[src/rtl/regfile_2r1w.sv]
// Two-read, one-write register file with registered read ports, optional
// write-to-read forwarding, optional hardwired zero register and a busy scoreboard.
module regfile_2r1w #(
  parameter int DATA_W   = 16,
  parameter int ADDR_W   = 3,
  parameter bit BYPASS   = 1'b1,
  parameter bit ZERO_REG = 1'b0,
  localparam int DEPTH   = 2**ADDR_W
) (
  input  logic              clk,
  input  logic              rst,
  input  logic              rd_en0,
  input  logic [ADDR_W-1:0] rd_addr0,
  output logic [DATA_W-1:0] rd_data0,
  input  logic              rd_en1,
  input  logic [ADDR_W-1:0] rd_addr1,
  output logic [DATA_W-1:0] rd_data1,
  input  logic              wr_en,
  input  logic [ADDR_W-1:0] wr_addr,
  input  logic [DATA_W-1:0] wr_data,
  input  logic              busy_set,
  input  logic [ADDR_W-1:0] busy_addr,
  output logic              busy0,
  output logic              busy1,
  output logic [DEPTH-1:0]  busy_vec
);

  // No handshake: every enabled read, write and busy mark is taken on each
  // rising edge; there is no backpressure and no stall.
  logic [DATA_W-1:0] mem_q [DEPTH];
  logic [DATA_W-1:0] rd_data0_q, rd_data0_d;
  logic [DATA_W-1:0] rd_data1_q, rd_data1_d;
  logic [DEPTH-1:0]  busy_q, busy_d;
  logic              wr_ok;

  // A write to the hardwired zero register is silently dropped.
  assign wr_ok = wr_en && !(ZERO_REG && (wr_addr == '0));

  always_comb begin
    rd_data0_d = rd_data0_q;
    if (rd_en0) begin
      if (ZERO_REG && (rd_addr0 == '0))
        rd_data0_d = '0;
      else if (BYPASS && wr_ok && (wr_addr == rd_addr0))
        rd_data0_d = wr_data;
      else
        rd_data0_d = mem_q[rd_addr0];
    end
  end

  always_comb begin
    rd_data1_d = rd_data1_q;
    if (rd_en1) begin
      if (ZERO_REG && (rd_addr1 == '0))
        rd_data1_d = '0;
      else if (BYPASS && wr_ok && (wr_addr == rd_addr1))
        rd_data1_d = wr_data;
      else
        rd_data1_d = mem_q[rd_addr1];
    end
  end

  // Set beats clear on the same bit: a newly issued producer supersedes the write-back.
  always_comb begin
    busy_d = busy_q;
    for (int i = 0; i < DEPTH; i++) begin
      if (busy_set && (busy_addr == ADDR_W'(i)) && !(ZERO_REG && (i == 0)))
        busy_d[i] = 1'b1;
      else if (wr_en && (wr_addr == ADDR_W'(i)))
        busy_d[i] = 1'b0;
    end
  end

  always_ff @(posedge clk or negedge rst) begin
    if (!rst) begin
      for (int i = 0; i < DEPTH; i++) mem_q[i] <= '0;
    end else if (wr_ok) begin
      mem_q[wr_addr] <= wr_data;
    end
  end

  always_ff @(posedge clk or negedge rst) begin
    if (!rst) begin
      rd_data0_q <= '0;
      rd_data1_q <= '0;
      busy_q     <= '0;
    end else begin
      rd_data0_q <= rd_data0_d;
      rd_data1_q <= rd_data1_d;
      busy_q     <= busy_d;
    end
  end

  assign rd_data0 = rd_data0_q;
  assign rd_data1 = rd_data1_q;
  assign busy_vec = busy_q;
  assign busy0    = busy_q[rd_addr0];
  assign busy1    = busy_q[rd_addr1];

endmodule

[config.mk]
export PLATFORM = sky130hd
export DESIGN_NAME = regfile_2r1w
export DESIGN_NICKNAME = d
export VERILOG_FILES = /design/src/rtl/regfile_2r1w.sv
export SDC_FILE = /design/constraint.sdc
export NUM_CORES = 1
export LEC_CHECK = 0
export ABC_AREA = 0
export BUFFER_PORTS_ARGS = -buffer_cell sky130_fd_sc_hd__buf_4
export CAP_MARGIN = 15
export CELL_PAD_IN_SITES_DETAIL_PLACEMENT = 1
export CELL_PAD_IN_SITES_GLOBAL_PLACEMENT = 1
export CORE_ASPECT_RATIO = 1.1
export CORE_MARGIN = 5
export CORE_UTILIZATION = 50
export DETAILED_ROUTE_END_ITERATION = 10
export GPL_TIMING_DRIVEN = 0
export PLACE_DENSITY_LB_ADDON = 0.1
export SKIP_LAST_GASP = 1
export SLEW_MARGIN = 20
export SYNTH_ARGS = -nofsm -noshare
export SYNTH_HDL_FRONTEND = slang
export SYNTH_SLANG_ARGS = --single-unit
[constraint.sdc]
create_clock -name clk -period 1.8 [get_ports clk]
set_input_delay 0.09 -clock clk [delete_from_list [all_inputs] [get_ports clk]]
set_output_delay 0.09 -clock clk [all_outputs]
set_load 0.05 [all_outputs]
## Word level (Yosys, flattened, before mapping)

Cells that the tools add are included.

| word-level totals | value |
|---|---|
| output and inout bits | 42 |
| input bits | 34 |
| flip-flop bits (word level) | 168 |

| operators by class | value |
|---|---|
| multiplexer cells | 31 |
| eq/ne operators | 16 |
| bitwise gates (word level) | 3 |
| $lt $le $gt $ge | 6 |
| reduce and logical (&&, ||, !) cells | 29 |

Operators with widths:

| cell | count |
|---|---|
| $bwmux 128 | 1 |
| $mux 16 | 7 |
| $bmux 16 s3 | 2 |
| $demux 16 s3 | 1 |
| $eq 3x3->1 const B | 8 |
| $logic_and 1x1->1 | 19 |
| $mux 1 | 18 |
| $reduce_bool 2->1 | 8 |
| $eq 3x2->1 const B | 4 |
| $ge 4x4->1 const B | 3 |
| $not 3->4 | 3 |
| $lt 3x4->1 const B | 2 |
| $bmux 1 s3 | 2 |
| $eq 3x1->1 const B | 2 |
| $eq 3x3->1 | 2 |
| $logic_not 3->1 | 2 |
| $lt 4x1->1 const B | 1 |

## Depth between registers and ports, before layout

Gate-level depths: netlist (run 1).

| logic depth | value |
|---|---|
| word-level depth | 6 |
| mapped depth | 6 |
| depth with buffers taken out | 3 |

## Worst setup path after synthesis (run 1)

OpenSTA, ideal clock, no wires.

| timing path | value |
|---|---|
| kind | input to register |
| start | input wr_addr[0] |
| end | register mem_q[87] (netlist name) |
| data arrival time | 1.451 ns |
| stages on the path | 5 |
| path buffers | 2 |
| slack | 0.225 ns |
| cell sequence | buf_2 -> nand2b_1 -> nor3b_2 -> buf_4 -> mux2_2 |

| on the way | value |
|---|---|
| cells in the longest elaborated chain, start to end | 6 |

RTL lines:

| element | line | RTL |
|---|---|---|
| from (decl) | 19 | `input logic [ADDR_W-1:0] wr_addr,` |
| $not 3->4 (not written as such) (*) | 78 | `mem_q[wr_addr] <= wr_data;` |
| $ge 4x4->1 (not written as such) / $lt 4x1->1 (equally long branches) | 78 |  |
| $logic_and 1x1->1 (not written as such) | 78 |  |
| $mux 16 (not written as such) | 78 |  |
| $demux 16 s3 (*) | 78 |  |
| $bwmux 128 (*) | 78 |  |
| to (signal, indexed assignment) | 78 |  |
| to (decl) | 30 | `logic [DATA_W-1:0] mem_q [DEPTH];` |

Every way passes the cells marked *; elsewhere a longest branch is shown, timed or not.
A chain may end at the register's enable or synchronous reset.

## Final worst setup path (run 1)

| timing path | value |
|---|---|
| start | register busy_q[7], in the netlist busy_vec[7] |
| end | output busy0 |

| on the way | value |
|---|---|
| cells in the longest elaborated chain, start to end | 2 |

RTL lines:

| element | line | RTL |
|---|---|---|
| from (decl) | 33 | `logic [DEPTH-1:0] busy_q, busy_d;` |
| from (signal assigned) | 90 | `busy_q <= busy_d;` |
| $bmux 1 s3 | 97 | `assign busy0 = busy_q[rd_addr0];` |
| $mux 1 (not written as such) | 97 |  |
| to (decl) | 23 | `output logic busy0,` |

No other way between the ends. The select of a mux whose other input is x is not followed.

==> flow_summary.json, run 1 <==
{
  "crit_fanout": 4,
  "period_minus_slack_ps": 1860,
  "synthFlopType": "dfrtp_1",
  "grt_max_degree": 88,
  "grt_pass1_wl_um": 42100,
  "drv_slew": 0,
  "nNetsFinal": 754,
  "clkTransAtPathRegs_ps": 70,
  "antenna_found_initial": 0,
  "place_congestion": 0.844,
  "firstDrtPassIters": 5,
  "vias": 6238,
  "min_path_cells": 3,
  "instances_no_fill": 967,
  "critPathKind": "flop to primary output",
  "endpoint_kind": "primary output",
  "via_per_inst": 6.45,
  "hold-worst-slack_ps": 33.3,
  "cts_max_level": 4,
  "required_ps": 1710,
  "utilization": 0.602,
  "finalHoldViolCount": 0,
  "worstMarginPinSlew_ps": 1050,
  "grt_pass1_vias": 6910,
  "ant_nets": 0,
  "yosys.area.top_type_share": 0.485,
  "synth_cell_type_count": 34,
  "boundaryPins": 76,
  "cp_cell_sequence": "mux4_2 -> mux2_4 -> buf_8",
  "fp.dieH_um": 148,
  "cp.arrival_ps": 1770,
  "fin_ws_ps": -63.6,
  "start_util": 0.509,
  "regToRegStartpoint": "mem_q[78]$_DFFE_PN0P_",
  "clock_latency_ps": 430,
  "cts_root_buf": "clkbuf_16",
  "insertedDiodeCount": 0,
  "use_met1": 0.373,
  "ir_worst_vdd_mv": 0.731,
  "drt-initial-drc-count": 450,
  "cp-start-kind": "flop",
  "io_buffers": 59,
  "yosys.area.top_type": "dfrtp_1",
  "r2r-end": "rd_data0[14]$_DFFE_PN0P_",
  "cts_buffer_depth": 2,
  "ys_seq_elements": 168,
  "cts_tree": "done",
  "synth_edf_count": 0,
  "min_path_type": "input port to flop",
  "cpPeakStageDelay_ps": 490,
  "grt.met3_usage": 0.0474,
  "gr-usage-met2": 0.470,
  "rsz0062_at_grt": "true",
  "p_leak_nw": 4.50,
  "syn_inst": 621,
  "core-area_mm2": 0.0170,
  "cpMaxStageDelayCell": "mux4_2",
  "drv_cap": 0,
  "dp_cells": 915,
  "netlist_area_mm2": 0.00867,
  "setup_viol": 2,
  "ys_async_sr_fraction": 1.00,
  "powerDensity_mw_per_mm2": 1210,
  "pre_cts_ws_ps": -686,
  "postRouteWirelength_um": 27500,
  "max_freq_mhz": 537,
  "relSlewSlack": 0.298,
  "totalNegativeSetupSlack_ps": -125,
  "dieArea_mm2": 0.0201,
  "grt-ovfl-total": 0,
  "status": "finished, violations left",
  "yosysWarnings": 0,
  "route.detailed.drc": 0,
  "finClkSkew_ps": 6.00,
  "dp_hpwl_um": 17500,
  "ys_seq_area_frac": 0.485,
  "reg2reg_slack_ps": 150,
  "fp.dieW_um": 136,
  "rows": 50,
  "top_usage_layer": "met2",
  "cts.sinks": 168,
  "numCtsBuffers": 17,
  "synth_area_leaders": "dfrtp_1 48%, mux2_2 13%, mux4_2 11%, mux4_1 7.0%, o21ai_0 3.0%",
  "min_to": "busy_vec[1]$_DFFE_PN0P_",
  "fin_crit_sh": 1.04,
  "syn_to_final_growth_pct": 18.2,
  "grtUsageTotal": 0.285,
  "rr_worst_depth": 3,
  "post_route_cells_drive_above_1_share": 0.377,
  "wl_per_cell_um": 28.4,
  "min_from": "busy_addr[0]",
  "violations": "negative setup slack",
  "avgSynthCellArea_um2": 14.0,
  "syn_nets": 655
}
[worst max-delay path, delay by kind of cell (launching register included)]
kind / cells / cell delay, ps
buffers and inverters: 1 / 150
multiplexers: 2 / 770
flip-flops: 1 / 420
[cell type report]
cell class / instances / area, um^2
plain buffers: 54 / 357
clock buffers: 23 / 498
clock inverters: 9 / 90.1
fillers: 1645 / 6770
inverters: 18 / 67.6
multi-input cells: 381 / 4060
flip-flops and latches: 168 / 4200
well taps: 234 / 293
repair buffers: 80 / 681
[synthesized netlist by cell type, types with 3 or more instances]
| master | n |
|---|---|
| buf_6 | 5 |
| mux4_1 | 23 |
| buf_4 | 7 |
| a221o_1 | 15 |
| mux4_2 | 43 |
| mux2_2 | 97 |
| clkbuf_1 | 18 |
| nand2b_1 | 4 |
| nor2b_1 | 12 |
| nand4b_1 | 3 |
| buf_1 | 4 |
| inv_1 | 18 |
| a221oi_1 | 17 |
| o21ai_0 | 52 |
| dfrtp_1 | 168 |
| nand2_1 | 57 |
| and2b_1 | 3 |
| buf_2 | 13 |
| mux2i_1 | 17 |
| xnor2_1 | 6 |
| nor2_1 | 17 |
[repair_timing]
item	CTS	global route
endpoints found under the setup margin	12	10
pin swaps	0	0
hold buffers	15	0
resized for setup	8	2
setup buffers	5	0
hold endpoints to repair	143	0
[flip-flops by register name, summed over array words and instances, names as in the netlist]
signal    flops
rd_data0     16
rd_data1     16
mem_q       128
busy_vec      8
[how the worst max path moves through the flow]
stage / from / to / slack (ps) / cells past startpoint
3_5_place_dp: rd_addr1[1] / rd_data1[5]$_DFFE_PN0P_ / -690 / 5
2_1_floorplan: wr_addr[0] / mem_q[87]$_DFFE_PN0P_ / 220 / 5
4_1_cts: busy_vec[7]$_DFFE_PN0P_ / busy1 / -80 / 3
6_report: busy_vec[7]$_DFFE_PN0P_ / busy0 / -60 / 3
3_3_place_gp: rd_addr1[1] / rd_data1[13]$_DFFE_PN0P_ / -560 / 5
5_1_grt: busy_vec[7]$_DFFE_PN0P_ / busy0 / -100 / 3
[metal layers]
| metal | part of all wire | vias to the layer above |
|---|---|---|
| met2 | 0.50 | 286 |
| li1 | - | 2552 |
| met4 | 0.039 | 0 |
| met3 | 0.054 | 76 |
| met5 | 0 | - |
| met1 | 0.41 | 3324 |
[cell usage in the layout (no fill, tap or decap), types with 13 or more instances in the layout]
cell type,instances
clkbuf_16,17
dfrtp_1,168
mux2_2,95
buf_4,68
mux4_1,23
inv_1,18
clkbuf_1,17
buf_2,13
mux2i_1,17
a221o_1,15
mux4_2,43
nand2_1,57
o21ai_0,52
dlygate4sd3_1,15
nor2_1,17
a221oi_1,17
[report_power, final]
part           switching, mW  leakage (nW)  internal, mW  total (mW)
Clock                   1.55         0.286          2.10        3.65
Combinational           1.87          2.18          1.68        3.55
Sequential             0.613          2.04          4.58        5.20
[cells by family (layout without fill, tap and decap cells)]
kind of cell | after synthesis | count (layout) | share of synthesized area
compound gates | 90 | 90 | 0.0700
mux | 182 | 182 | 0.333
flops | 168 | 168 | 0.485
xor+xnor | 6 | 6 | 0.00606
simple gates | 103 | 103 | 0.0574
buf+inv | 72 | 184 | 0.0486
[through the flow]
step | instance area [um^2] | power [mW]
6_report | 10200 | 12.4
5_1_grt | 10200 | 12.9
4_1_cts | 10200 | 12.4
3_5_place_dp | 9440 | 8.68
3_3_place_gp | 9400 | 8.43
2_1_floorplan | 8670 | 7.52
Note: power is estimated with default switching activity, not from simulation.
==> inputs of run 2 (changes only) <==
Settings changed: REMOVE_ABC_BUFFERS from default to 1.
Clock period 1.8 ns to 2.1 ns, I/O delays scaled along.
==> run 2 against run 1 <==
  * The flow now finishes without violations
  * Sequential power down 14%
  * Non-clock buffer count decreased by 23
  * Clock power is 16% lower
  * Critical path type is now input port to flop
==> flow_summary.json, run 2 (synthesized netlist as in run 1, its figures left out) <==
{
  "dieArea_mm2": 0.0201,
  "finalHoldViolCount": 0,
  "worstMarginPinSlew_ps": 994,
  "via_per_inst": 6.28,
  "syn_to_final_growth_pct": 18.3,
  "antenna_found_initial": 0,
  "wl_per_cell_um": 26.8,
  "endpoint_kind": "flop",
  "grtUsageTotal": 0.261,
  "dp_hpwl_um": 15700,
  "rsz0062_at_grt": "false",
  "drt-initial-drc-count": 380,
  "r2r-end": "rd_data1[10]$_DFFE_PN0P_",
  "cts_buffer_depth": 2,
  "fp.dieW_um": 136,
  "io_buffers": 75,
  "numCtsBuffers": 17,
  "max_freq_mhz": 521,
  "largest_reg_flops": 128,
  "fin_ws_ps": 180,
  "cts_max_level": 4,
  "period_minus_slack_ps": 1920,
  "rows": 50,
  "postRouteWirelength_um": 25300,
  "route.detailed.drc": 0,
  "vias": 5919,
  "cts_setup_buffers": 0,
  "cts_tree": "done",
  "fin_crit_sh": 0.914,
  "ctsHoldBuffers": 20,
  "finClkSkew_ps": 6.69,
  "firstDrtPassIters": 4,
  "setup_viol": 0,
  "p_leak_nw": 4.47,
  "min_path_type": "input port to flop",
  "relSlewSlack": 0.337,
  "crit_fanout": 35,
  "cp.arrival_ps": 2180,
  "nNetsFinal": 731,
  "layout_commonest_cell": "dfrtp_1",
  "rr_worst_depth": 3,
  "ir_worst_vdd_mv": 0.599,
  "pre_cts_ws_ps": -374,
  "cts.sinks": 168,
  "grt_max_degree": 89,
  "min_from": "busy_addr[0]",
  "grt_pass1_wl_um": 39100,
  "cts_root_buf": "clkbuf_16",
  "boundaryPins": 76,
  "crit_end": "rd_data1[5]$_DFFE_PN0P_",
  "required_ps": 2360,
  "core-area_mm2": 0.0170,
  "critPathKind": "input port to flop",
  "clock_latency_ps": 430,
  "clkTransAtPathRegs_ps": 60,
  "insertedDiodeCount": 0,
  "drv_slew": 0,
  "start_util": 0.509,
  "fp.dieH_um": 148,
  "cts_resized": 0,
  "grt-ovfl-total": 0,
  "cp-start-kind": "input port",
  "status": "finished, final reports clean",
  "powerDensity_mw_per_mm2": 1020,
  "regMostFlops": "mem_q",
  "worstSetupStartpoint": "rd_addr1[0]",
  "layout_common_cells": "168 x dfrtp_1, 97 x mux2_2, 74 x buf_4",
  "post_route_cells_drive_above_1_share": 0.377,
  "regToRegStartpoint": "mem_q[90]$_DFFE_PN0P_",
  "reg2reg_slack_ps": 470,
  "ant_nets": 0,
  "drv_cap": 0,
  "place_area_mm2": 0.00949,
  "place_congestion": 0.757,
  "grt_pass1_vias": 6522,
  "final_cell_area_mm2": 0.0103
}
-- run 2: cell types whose count changed in the layout (fill, tap and decap cells not counted), moves of 3 or more --
| cell | previous run | this run |
|---|---|---|
| buf_1 | 4 | 0 |
| buf_4 | 68 | 74 |
| buf_2 | 13 | 0 |
| dlygate4sd3_1 | 15 | 20 |
| buf_8 | 4 | 10 |
| clkbuf_1 | 17 | 4 |
| clkinv_4 | 3 | 0 |
| clkbuf_8 | 6 | 2 |
-- run 2: worst min-delay path by stage --
stage | to | cells after the start
finish | busy_vec[1]$_DFFE_PN0P_ | 3
global placement | busy_vec[1]$_DFFE_PN0P_ | 2
CTS | busy_vec[1]$_DFFE_PN0P_ | 3
global route | busy_vec[1]$_DFFE_PN0P_ | 3
detailed placement | mem_q[49]$_DFFE_PN0P_ | 1
floorplan | busy_vec[0]$_DFFE_PN0P_ | 0
-- run 2: area by class of cell --
class                   instances  area, um^2
clock buffers                  23         468
clock inverters                 8        97.6
fillers                      1630        6760
inverters                      18        67.6
multi-input cells             381        4110
flip-flops and latches        168        4200
well taps                     234         293
repair buffers                111        1020
-- run 2: routing by layer --
layer,vias to the layer above,wire (um),track usage
met3,52,1110,0.0440
met2,185,12900,0.435
met5,-,0,0
met1,3185,10600,0.345
met4,0,668,0.0978
li1,2497,-,-
-- run 2: where the power goes --
group	leakage (nW)	switching [mW]	internal [mW]	total, mW
combinational	2.16	1.56	1.41	2.97
clock	0.269	1.28	1.80	3.08
sequential	2.04	0.515	3.93	4.45
-- run 2: per-stage QoR --
step | util | hold WS [ps] | TNS (ps) | power, mW | cells
final | 0.603 | 45.1 | 0 | 10.5 | 943
after detailed placement | 0.558 | 169 | -9420 | 7.42 | 892
after global placement | 0.539 | 348 | -80470 | 7.16 | 876
after global routing | 0.603 | 60.5 | 0 | 10.9 | 943
after CTS | 0.603 | 30.6 | 0 | 10.6 | 943
after floorplan | - | -191 | 0 | 6.32 | 567
-- run 2: critical path, stage by stage --
cell	delay (ps)
buf_4	580
xnor2_1	280
and4b_1	920
a221oi_1	230
==> inputs of run 3 (changes only) <==
Settings changed: ABC_AREA 0 to 1, CORE_UTILIZATION 50 to 44.
==> run 3 against run 2 <==
  * Fmax down 6.5%
  * Final cell count is 80% higher
  * Sequential share of layout area fell by 2.4 points
  * Combinational power shrank 7.1%
  * Die area rose by 22%
  * Synthesized cell count grew 120%
  * Design area increased by 6.2%
  * Clock-buffer cell count down 2
  * Global-route usage increased by 3.0 points
  * Via count grew 58%
  * Critical endpoint is now rd_data0[3]$_DFFE_PN0P_
  * Largest power group unchanged
  * Highest routed layer unchanged
==> flow_summary.json, run 3 <==
{
  "antenna_found_initial": 0,
  "max_freq_mhz": 487,
  "ys_seq_area_frac": 0.446,
  "cts_buffer_depth": 2,
  "synth_common_cells": "467 x nand2_1, 234 x nand3_1, 168 x dfrtp_1",
  "vias": 9332,
  "yosysWarnings": 0,
  "fin_ws_ps": 46.9,
  "cts_tree": "done",
  "synth_cell_type_count": 24,
  "largest_reg_flops": 128,
  "grtUsageTotal": 0.291,
  "cp-start-kind": "input port",
  "dieArea_mm2": 0.0245,
  "setup_viol": 0,
  "cts_max_level": 4,
  "ant_nets": 0,
  "utilization": 0.513,
  "post_route_cells_drive_above_1_share": 0.105,
  "boundaryPins": 76,
  "dp_hpwl_um": 19300,
  "totalNegativeSetupSlack_ps": 0,
  "grt_pass1_wl_um": 54700,
  "cpMaxStageDelayCell": "buf_8",
  "start_util": 0.444,
  "numCtsBuffers": 17,
  "fp.dieW_um": 150,
  "route.detailed.drc": 0,
  "ys_seq_elements": 168,
  "cts_root_buf": "clkbuf_16",
  "drv_slew": 0,
  "nNetsFinal": 1425,
  "ir_worst_vdd_mv": 0.489,
  "grt_max_degree": 92,
  "rows": 56,
  "yosys.area.top_type_share": 0.446,
  "synthMostInstantiatedCell": "nand2_1",
  "cts.sinks": 168,
  "crit_fanout": 75,
  "worstMarginPinSlew_ps": 927,
  "dp_cells": 1641,
  "required_ps": 2450,
  "p_leak_nw": 5.31,
  "core-area_mm2": 0.0212,
  "rsz0062_at_grt": "true",
  "firstDrtPassIters": 5,
  "via_per_inst": 5.51,
  "cpPeakStageDelay_ps": 430,
  "finClkSkew_ps": 11.4,
  "ys_async_sr_fraction": 1.00,
  "place_area_mm2": 0.0101,
  "status": "finished, final reports clean",
  "fin_crit_sh": 0.978,
  "synth_area_leaders": "dfrtp_1 45%, nand2_1 19%, nand3_1 12%, o21ai_0 4.9%, inv_1 4.7%",
  "critPathKind": "input port to flop",
  "powerDensity_mw_per_mm2": 951,
  "instances_no_fill": 1693,
  "postRouteWirelength_um": 34400,
  "endpoint_kind": "flop",
  "relSlewSlack": 0.380,
  "finalHoldViolCount": 0,
  "avgSynthCellArea_um2": 6.93,
  "place_congestion": 0.786,
  "wl_per_cell_um": 20.3,
  "syn_to_final_growth_pct": 15.5,
  "critPathTopFamily": "buffers and inverters",
  "layout_commonest_cell": "nand2_1",
  "min_path_type": "input port to flop",
  "p_total_mw": 10.4,
  "insertedDiodeCount": 0,
  "cp_cell_sequence": "buf_8 -> inv_6 -> nand2_1 -> nand2_2 -> nor2_8 -> nand2_4 -> inv_2 -> nor2_1 -> o21ai_1",
  "synth_edf_count": 0,
  "grt-ovfl-total": 0,
  "hold-worst-slack_ps": 67.0,
  "drt-initial-drc-count": 570,
  "fp.dieH_um": 164,
  "grt_pass1_vias": 9807,
  "yosys.area.top_type": "dfrtp_1",
  "regMostFlops": "mem_q",
  "cp_num_buf_inv": 3,
  "final_cell_area_mm2": 0.0109,
  "cp.arrival_ps": 2400,
  "period_minus_slack_ps": 2050,
  "synthFlopType": "dfrtp_1",
  "clock_latency_ps": 430,
  "layout_common_cells": "467 x nand2_1, 234 x nand3_1, 168 x dfrtp_1",
  "clkTransAtPathRegs_ps": 70,
  "netlist_area_mm2": 0.00943,
  "pre_cts_ws_ps": -1060,
  "drv_cap": 0,
  "syn_inst": 1361,
  "io_buffers": 75
}
-- run 3: cell types whose count changed in the layout (fill, tap and decap cells not counted), moves of 28 or more --
cell,delta
nand3_1,+234
o21ai_1,+60
o21ai_0,+41
nand2_1,+410
nor2_1,+41
mux2_2,-97
inv_1,+99
a21oi_1,+28
mux4_2,-43
-- run 3: routing by layer --
metal	track usage	wire length (um)	share of wire	up-vias
met2	0.508	16900	0.49	256
met4	0.0841	795	0.023	0
met1	0.378	15200	0.44	4634
met5	0	0	0	-
li1	-	-	-	4383
met3	0.0375	1560	0.045	59
-- run 3: final timing paths --
kind	start	to	slack (ps)	cells after the start
min reg2reg	rd_data0[2]$_DFFE_PN0P_	rd_data0[2]$_DFFE_PN0P_	500	2
max reg2reg	busy_vec[3]$_DFFE_PN0P_	busy_vec[3]$_DFFE_PN0P_	820	2
min in group asynchronous	rst	mem_q[40]$_DFFE_PN0P_	260	2
max	rd_addr0[0]	rd_data0[3]$_DFFE_PN0P_	50	9
max in group asynchronous	rst	mem_q[71]$_DFFE_PN0P_	940	3
min	busy_set	busy_vec[2]$_DFFE_PN0P_	70	5
-- run 3: area by class of cell --
type / instances / area (um^2)
inverter: 139 / 536
tap: 290 / 363
clock inverter: 10 / 145
sequential: 168 / 4200
timing repair buffer: 100 / 880
fill: 2780 / 10300
multi-input combinational: 965 / 4300
clock buffer: 21 / 470
-- run 3: tightest hold or removal path: cells and delay by family --
family | cells | cell delay [ps]
and+or+nand+nor | 2 | 140
buffers and inverters | 2 | 170
AOI/OAI and AO/OA | 1 | 50
-- run 3: power by group --
group / internal [mW] / switching, mW
Sequential: 3.86 / 0.382
Combinational: 0.872 / 1.88
Clock: 1.97 / 1.40
-- run 3: cell families after synthesis --
logic type	after synthesis	share of synthesized area
AND/OR/NAND/NOR	778	0.351
AO/OA/AOI/OAI	187	0.102
flip-flops	168	0.446
buffers and inverters	228	0.102
-- run 3: what timing repair did --
item                                    4_1_cts  5_1_grt
buffers inserted                              1        3
pin swaps                                     1        1
hold buffers                                 17        0
endpoints found under the setup margin       34       14
gates resized for setup                       3        5
hold endpoints to repair                    158        0
gates cloned                                  0        0
